[src/rtl/cic_pkg.sv]
// Shared constants, sample type and saturation helper for the CIC
// decimating output stage.
package cic_pkg;

  localparam int CIC_DECIM      = 32;  // oversample length of the CIC
  localparam int CIC_IN_W       = 12;  // CIC running output width
  localparam int CIC_OUT_W      = 16;  // decimated output sample width
  localparam int CIC_DC_SHIFT   = 6;   // DC tracking time constant exponent
  localparam int CIC_FIFO_DEPTH = 4;   // output FIFO entries

  typedef logic signed [CIC_OUT_W-1:0] cic_sample_t;

  // Clamp a signed value into the range of a w-bit two's complement number.
  // The result stays 32 bits wide; callers keep the low w bits.
  function automatic logic signed [31:0] sat_to_width(input logic signed [31:0] v,
                                                       input int w);
    logic signed [31:0] hi;
    logic signed [31:0] lo;
    hi = (32'sd1 <<< (w - 1)) - 32'sd1;
    lo = -(32'sd1 <<< (w - 1));
    if (v > hi) begin
      return hi;
    end else if (v < lo) begin
      return lo;
    end
    return v;
  endfunction

endpackage

[src/rtl/cic_decim_out_if.sv]
// Output stream toward the bus/beamforming logic.
// Handshake: out_data is meaningful whenever out_valid is high; a transfer
// (pop) happens on every rising clk edge where out_valid and out_ready are
// both high. The producer never withdraws out_valid without a transfer.
interface cic_decim_out_if #(
  parameter int OUT_W = cic_pkg::CIC_OUT_W
) ();

  logic                    out_valid;
  logic signed [OUT_W-1:0] out_data;
  logic                    out_ready;

  modport master (output out_valid, output out_data, input out_ready);
  modport slave  (input out_valid, input out_data, output out_ready);

endinterface

[src/rtl/cic_out_fifo.sv]
// First-word fall-through output FIFO with occupancy count and sticky
// overflow flag. A push into a full FIFO is kept only when a pop happens in
// the same cycle; otherwise the sample is dropped and overflow is set.
module cic_out_fifo
  import cic_pkg::*;
#(
  parameter int DEPTH = CIC_FIFO_DEPTH,
  parameter int W     = CIC_OUT_W
) (
  input  logic                      clk,
  input  logic                      rst,
  input  logic                      push,
  input  logic signed [W-1:0]       push_data,
  input  logic                      pop_ready,
  input  logic                      clr_ovf,
  output logic                      out_valid,
  output logic signed [W-1:0]       out_data,
  output logic [$clog2(DEPTH):0]    level,
  output logic                      overflow
);

  localparam int AW = $clog2(DEPTH);
  localparam int LW = AW + 1;

  logic signed [W-1:0] mem [DEPTH];
  logic [AW-1:0]       wr_ptr;
  logic [AW-1:0]       rd_ptr;
  logic                full;
  logic                pop;
  logic                wr_en;
  logic                drop;

  assign out_valid = (level != '0);
  assign full      = (level == LW'(DEPTH));
  assign pop       = out_valid && pop_ready;
  assign wr_en     = push && (!full || pop);
  assign drop      = push && full && !pop;
  // Empty FIFO presents zero so the output is clean after reset.
  assign out_data  = out_valid ? mem[rd_ptr] : '0;

  // Sample storage; contents are only visible through out_valid.
  always_ff @(posedge clk) begin
    if (wr_en) begin
      mem[wr_ptr] <= push_data;
    end
  end

  // Pointers wrap modulo DEPTH; level tracks push minus pop.
  always_ff @(posedge clk or negedge rst) begin
    if (!rst) begin
      wr_ptr <= '0;
      rd_ptr <= '0;
      level  <= '0;
    end else begin
      if (wr_en) begin
        wr_ptr <= wr_ptr + AW'(1);
      end
      if (pop) begin
        rd_ptr <= rd_ptr + AW'(1);
      end
      level <= level + LW'(wr_en) - LW'(pop);
    end
  end

  // Sticky drop flag; a drop in the same cycle as a clear keeps it set.
  always_ff @(posedge clk or negedge rst) begin
    if (!rst) begin
      overflow <= 1'b0;
    end else if (drop) begin
      overflow <= 1'b1;
    end else if (clr_ovf) begin
      overflow <= 1'b0;
    end
  end

endmodule

[src/rtl/cic_decim_out.sv]
// Decimating output stage behind the PDM CIC demodulator. Keeps one CIC
// sample every DECIM strobes, scales it to OUT_W bits and queues it in a
// small FWFT FIFO.
// Optional DC blocker (leaky-integrator high-pass with saturation) is
// compiled in when CIC_DECIM_DC_BLOCK_EN is defined; otherwise the scaled
// sample is passed straight through.
module cic_decim_out
  import cic_pkg::*;
#(
  parameter int DECIM      = CIC_DECIM,
  parameter int IN_W       = CIC_IN_W,
  parameter int OUT_W      = CIC_OUT_W,
  parameter int DC_SHIFT   = CIC_DC_SHIFT,
  parameter int FIFO_DEPTH = CIC_FIFO_DEPTH
) (
  input  logic                          clk,
  input  logic                          rst,
  input  logic                          enable,
  input  logic                          in_valid,
  input  logic signed [IN_W-1:0]        din,
  cic_decim_out_if.master               out_if,
  output logic [$clog2(FIFO_DEPTH):0]   level,
  output logic                          overflow,
  input  logic                          clr_ovf
);

  localparam int PH_W = $clog2(DECIM);

  logic [PH_W-1:0]         phase;
  logic                    capture;
  logic signed [OUT_W-1:0] x_next;
  logic signed [OUT_W-1:0] x_q;
  logic                    x_vld;
  logic signed [OUT_W-1:0] y;

  assign capture = enable && in_valid && (phase == PH_W'(DECIM - 1));
  // Appending zeros is sign-extension followed by a left shift of
  // OUT_W-IN_W: the bits shifted out are copies of the sign.
  assign x_next  = {din, {(OUT_W - IN_W){1'b0}}};

  // Strobe phase counter; held at 0 while disabled so enabling starts a
  // fresh decimation window. DECIM is a power of two, so it wraps naturally.
  always_ff @(posedge clk or negedge rst) begin
    if (!rst) begin
      phase <= '0;
    end else if (!enable) begin
      phase <= '0;
    end else if (in_valid) begin
      phase <= phase + PH_W'(1);
    end
  end

  // Capture stage (E0): register the scaled sample of the last strobe.
  always_ff @(posedge clk or negedge rst) begin
    if (!rst) begin
      x_q   <= '0;
      x_vld <= 1'b0;
    end else begin
      x_vld <= capture;
      if (capture) begin
        x_q <= x_next;
      end
    end
  end

`ifdef CIC_DECIM_DC_BLOCK_EN
  localparam int DC_W  = OUT_W + DC_SHIFT;
  localparam int ERR_W = OUT_W + 1;

  logic signed [DC_W-1:0]  dc;
  logic signed [OUT_W-1:0] dc_est;
  logic signed [ERR_W-1:0] err;

  // Current DC estimate is the accumulator scaled down by 2^DC_SHIFT.
  assign dc_est = dc[DC_W-1:DC_SHIFT];
  // One extra bit so the difference of two full-scale samples cannot wrap.
  assign err    = ERR_W'(x_q) - ERR_W'(dc_est);
  assign y      = OUT_W'(sat_to_width(32'(err), OUT_W));

  // Leaky integrator; only advances on output samples, so it holds while
  // the block is disabled. Wraps inside DC_W bits.
  always_ff @(posedge clk or negedge rst) begin
    if (!rst) begin
      dc <= '0;
    end else if (x_vld) begin
      dc <= dc + DC_W'(err);
    end
  end
`else
  // Without the DC path the scaled input always fits and DC_SHIFT has no
  // effect.
  if (DC_SHIFT >= 0) begin : g_pass
    assign y = x_q;
  end
`endif

  // Result stage (E1): the FIFO write happens on the edge after capture.
  cic_out_fifo #(
    .DEPTH (FIFO_DEPTH),
    .W     (OUT_W)
  ) u_fifo (
    .clk       (clk),
    .rst       (rst),
    .push      (x_vld),
    .push_data (y),
    .pop_ready (out_if.out_ready),
    .clr_ovf   (clr_ovf),
    .out_valid (out_if.out_valid),
    .out_data  (out_if.out_data),
    .level     (level),
    .overflow  (overflow)
  );

endmodule

[src/flat_wrapper.sv]
// flat-port wrapper written by rule: the top's interface ports become plain ports
module cic_decim_out_flat import cic_pkg::*;
#(
  parameter int DECIM      = CIC_DECIM,
  parameter int IN_W       = CIC_IN_W,
  parameter int OUT_W      = CIC_OUT_W,
  parameter int DC_SHIFT   = CIC_DC_SHIFT,
  parameter int FIFO_DEPTH = CIC_FIFO_DEPTH
)
  (clk, rst, enable, in_valid, din, level, overflow, clr_ovf, out_if_out_valid, out_if_out_data, out_if_out_ready);
  cic_decim_out_if #(.OUT_W(OUT_W)) out_if_i ();
  input  logic clk;
  input  logic rst;
  input  logic enable;
  input  logic in_valid;
  input  logic signed [IN_W-1:0] din;
  output logic [$clog2(FIFO_DEPTH):0] level;
  output logic overflow;
  input  logic clr_ovf;
  output wire logic [$bits(out_if_i.out_valid)-1:0] out_if_out_valid;
  output wire logic [$bits(out_if_i.out_data)-1:0] out_if_out_data;
  input wire logic [$bits(out_if_i.out_ready)-1:0] out_if_out_ready;
  assign out_if_out_valid = out_if_i.out_valid;
  assign out_if_out_data = out_if_i.out_data;
  assign out_if_i.out_ready = out_if_out_ready;
  cic_decim_out #(.DECIM(DECIM), .IN_W(IN_W), .OUT_W(OUT_W), .DC_SHIFT(DC_SHIFT), .FIFO_DEPTH(FIFO_DEPTH)) u_core (.clk(clk), .rst(rst), .enable(enable), .in_valid(in_valid), .din(din), .out_if(out_if_i), .level(level), .overflow(overflow), .clr_ovf(clr_ovf));
endmodule
[config.mk]
export PLATFORM = sky130hd
export DESIGN_NAME = cic_decim_out_flat
export DESIGN_NICKNAME = d
export VERILOG_FILES = /design/src/rtl/cic_pkg.sv /design/src/rtl/cic_decim_out_if.sv /design/src/rtl/cic_out_fifo.sv /design/src/rtl/cic_decim_out.sv /design/src/flat_wrapper.sv
export SDC_FILE = /design/constraint.sdc
export NUM_CORES = 1
export LEC_CHECK = 0
export CELL_PAD_IN_SITES_DETAIL_PLACEMENT = 1
export CELL_PAD_IN_SITES_GLOBAL_PLACEMENT = 2
export CORE_MARGIN = 2
export CORE_UTILIZATION = 40
export DETAILED_ROUTE_END_ITERATION = 8
export GPL_TIMING_DRIVEN = 0
export PLACE_DENSITY = 0.8
export SLEW_MARGIN = 20
export SYNTH_ARGS = -nofsm -noshare
export SYNTH_HDL_FRONTEND = slang
export SYNTH_HIERARCHICAL = 1
export SYNTH_SLANG_ARGS = --single-unit
export TNS_END_PERCENT = 1
[constraint.sdc]
create_clock -name clk -period 5 [get_ports clk]
set_input_delay 1.25 -clock clk [delete_from_list [all_inputs] [get_ports clk]]
set_output_delay 1.25 -clock clk [all_outputs]
set_load 0.03 [all_outputs]
==> results.json <==
{
  "grt_max_degree": 27,
  "slew_violations": 0,
  "core_area_mm2": 0.00911,
  "wl_per_cell_um": 16.3,
  "cp.arrival_ns": 2.38,
  "die_h_um": 100,
  "routed_via_density": 4.87,
  "ios": 39,
  "initial_core_util": 0.406,
  "dpl.cell_count": 356,
  "cts_tree": "done",
  "ys_ff_latch": 90,
  "sw_frac_of_total": 0.215,
  "ant_nets": 0,
  "synth_top_area_share": 0.520,
  "synthTopCellsByCount": "edfxtp_1 (64), dfrtp_1 (26), and2_1 (21)",
  "cts_buffers": 9,
  "die_w_um": 100,
  "yosys.cell_count.top_type": "edfxtp_1",
  "yosysWarnings": 6,
  "rsz0062_at_grt": "no",
  "ys.flop_type": "edfxtp_1",
  "clock-sinks": 90,
  "p_sw_w": 0.000273,
  "clk_path_buf_depth": 2,
  "finalSetupViolations": 0,
  "detailroute.via_count": 1810,
  "min_period_ns": 3.63,
  "dieArea_mm2": 0.0100,
  "cts_max_level": 3,
  "fmax_mhz": 275,
  "grt_pass1_vias": 1917,
  "crit_path_start_kind": "register",
  "grt_antenna_before_repair": 0,
  "synthArstFlopShare": 0.289,
  "critPathMaxFanout": 10,
  "synth.avg_cell_area_um2": 19.2,
  "diodes": 0,
  "min_period_over_period": 0.726,
  "hold_ws_ns": 0.498,
  "fin_skew_ns": 0.00931,
  "hp-class": "register to register",
  "synthDistinctLibCells": 32,
  "internal-power_w": 0.000994,
  "yosysSeqAreaShare": 0.696,
  "cts.clk_slew.worst_paths_ns": 0.09,
  "drc": 0,
  "final_cells": 372,
  "relSlewSlack": 0.388,
  "worstMarginPinSlew_ns": 0.918,
  "place_congestion": 0.731,
  "ys_top_cells_by_area": "edfxtp_1 (52%), dfrtp_1 (18%), mux4_1 (5.7%)",
  "ctsHoldBuffers": 0,
  "drtPass1Iterations": 4,
  "multiInputGateArea_mm2": 0.00107,
  "synth_edf_count": 64,
  "cap_violations": 0,
  "drive_gt1_frac": 0.176,
  "syn_area_mm2": 0.00370,
  "fin_nets": 283,
  "synth_area_leader_cell": "edfxtp_1",
  "rrSetupSlack_ns": 2.53,
  "rows": 35,
  "p_leak_nw": 1.86,
  "worstSetupEndpointType": "output port",
  "cts_root_buf": "clkbuf_8",
  "status": "finished clean",
  "portBuffers": 37,
  "comb_power_share": 0.021,
  "wl_um": 6060,
  "power-per-cell-area_mw_per_mm2": 286,
  "track_usage": 0.136,
  "p_clk_frac": 0.351,
  "grt_pass1_wl_um": 10100,
  "insertion_delay_ns": 0.35,
  "ir_drop_uv": 117,
  "syn_inst": 193,
  "postCtsSetupBuffers": 0,
  "nFillCells": 898,
  "pwr-share-seq": 0.628,
  "critPathRequiredTime_ns": 3.75,
  "cts_resized": 0,
  "register_area_mm2": 0.00257,
  "critical_path_class": "register to output port",
  "hpwl_um": 3930,
  "grt_overflow_total": 0,
  "areaGrowthSynthToFinish_pct": 19.9,
  "finalSetupTns_ns": 0,
  "drtIter0Drc": 102,
  "hold_viol": 0
}
==> registers in the layout, summed over array words and instances (netlist names) <==
register,cells
u_core/phase,5
u_core/u_fifo/wr_ptr,2
u_core/u_fifo/mem,64
u_core/u_fifo/overflow,1
u_core/x_q,12
u_core/u_fifo/level,3
u_core/x_vld,1
u_core/u_fifo/rd_ptr,2
==> critical path, stage by stage, from the launching register on <==
cell and delay (ns):
dfrtp_1 0.45, or3_1 0.39, buf_2 0.19, clkbuf_1 0.21, and2_1 0.19, clkdlybuf4s50_1 0.60
==> power groups by stage <==
stage	sequential [W]	combinational, W	clock, W
finish	0.000796	0.0000265	0.000445
global route	0.000796	0.0000303	0.000486
CTS	0.000796	0.0000271	0.000462
detailed placement	0.000812	0.0000269	0
global placement	0.000812	0.0000268	0
floorplan	0.000812	0.00000736	0
==> cell type report <==
type	count	share of cell area
multi-input cells	101	0.242
repair buffers	37	0.0824
well taps	111	0.0313
clock inverters	6	0.0110
flip-flops and latches	90	0.580
clock buffers	10	0.0288
inverters	9	0.00762
plain buffers	8	0.0164
==> per-stage QoR <==
step | utilization | total power, W | setup WS, ns | instance area, um^2
floorplan | - | 0.000819 | 2.01 | 3750
CTS | 0.487 | 0.00128 | 1.30 | 4430
global placement | 0.468 | 0.000839 | 1.37 | 4260
detailed placement | 0.467 | 0.000839 | 1.29 | 4260
finish | 0.487 | 0.00127 | 1.37 | 4430
global route | 0.487 | 0.00131 | 1.21 | 4430
==> worst paths after layout <==
path,startpoint,endpoint,cells past startpoint
max reg2reg,u_core/u_fifo/level[1],u_core/u_fifo/level[2],10
min reg2reg,u_core/x_vld,u_core/u_fifo/overflow,2
max in group asynchronous,rst,u_core/x_q[13],1
min in group asynchronous,rst,u_core/x_q[5],1
max,u_core/u_fifo/level[1],out_if_out_data[7],5
min,u_core/x_vld,u_core/u_fifo/overflow,2
==> metal layers <==
metal / GRT usage / part of all wire
met1: 0.179 / 0.44
met2: 0.220 / 0.51
met3: 0.0299 / 0.035
met4: 0.0569 / 0.014
met5: 0 / 0
==> logic make-up (layout without fill, tap and decap cells) <==
group	Yosys count	count (layout)	share of synthesized area
AO/OA/AOI/OAI	3	3	0.00541
XOR/XNOR	6	6	0.0142
adder cells (fa/ha/maj)	9	9	0.0325
buffers and inverters	17	70	0.0288
flip-flops	90	90	0.696
multiplexers	32	32	0.162
other	1	16	0.00101
AND/OR/NAND/NOR	35	35	0.0596
==> cells in the final DEF, fill, tap and decap left out <==
cell             count
nor2b_1              1
nand3_1              1
mux4_1               8
xor2_1               1
fa_1                 1
conb_1              16
mux2_2               4
a21bo_2              1
xnor2_1              5
a21oi_1              1
clkdlybuf4s50_1     36
nor4b_1              1
nand2_1              2
nand3b_1             1
nand2b_1             1
nor2_1               3
o21ai_0              1
clkbuf_8             9
and2_1              21
and3_1               1
mux2i_1              3
clkinvlp_4           3
edfxtp_1            64
mux2_4               9
buf_6                3
inv_1                9
clkbuf_1             2
mux4_2               8
nand3_4              1
buf_2                4
or3_1                1
inv_6                3
ha_1                 8
nand4_1              1
dfrtp_1             26
buf_12               1
Note: power is estimated with default switching activity, not from simulation.
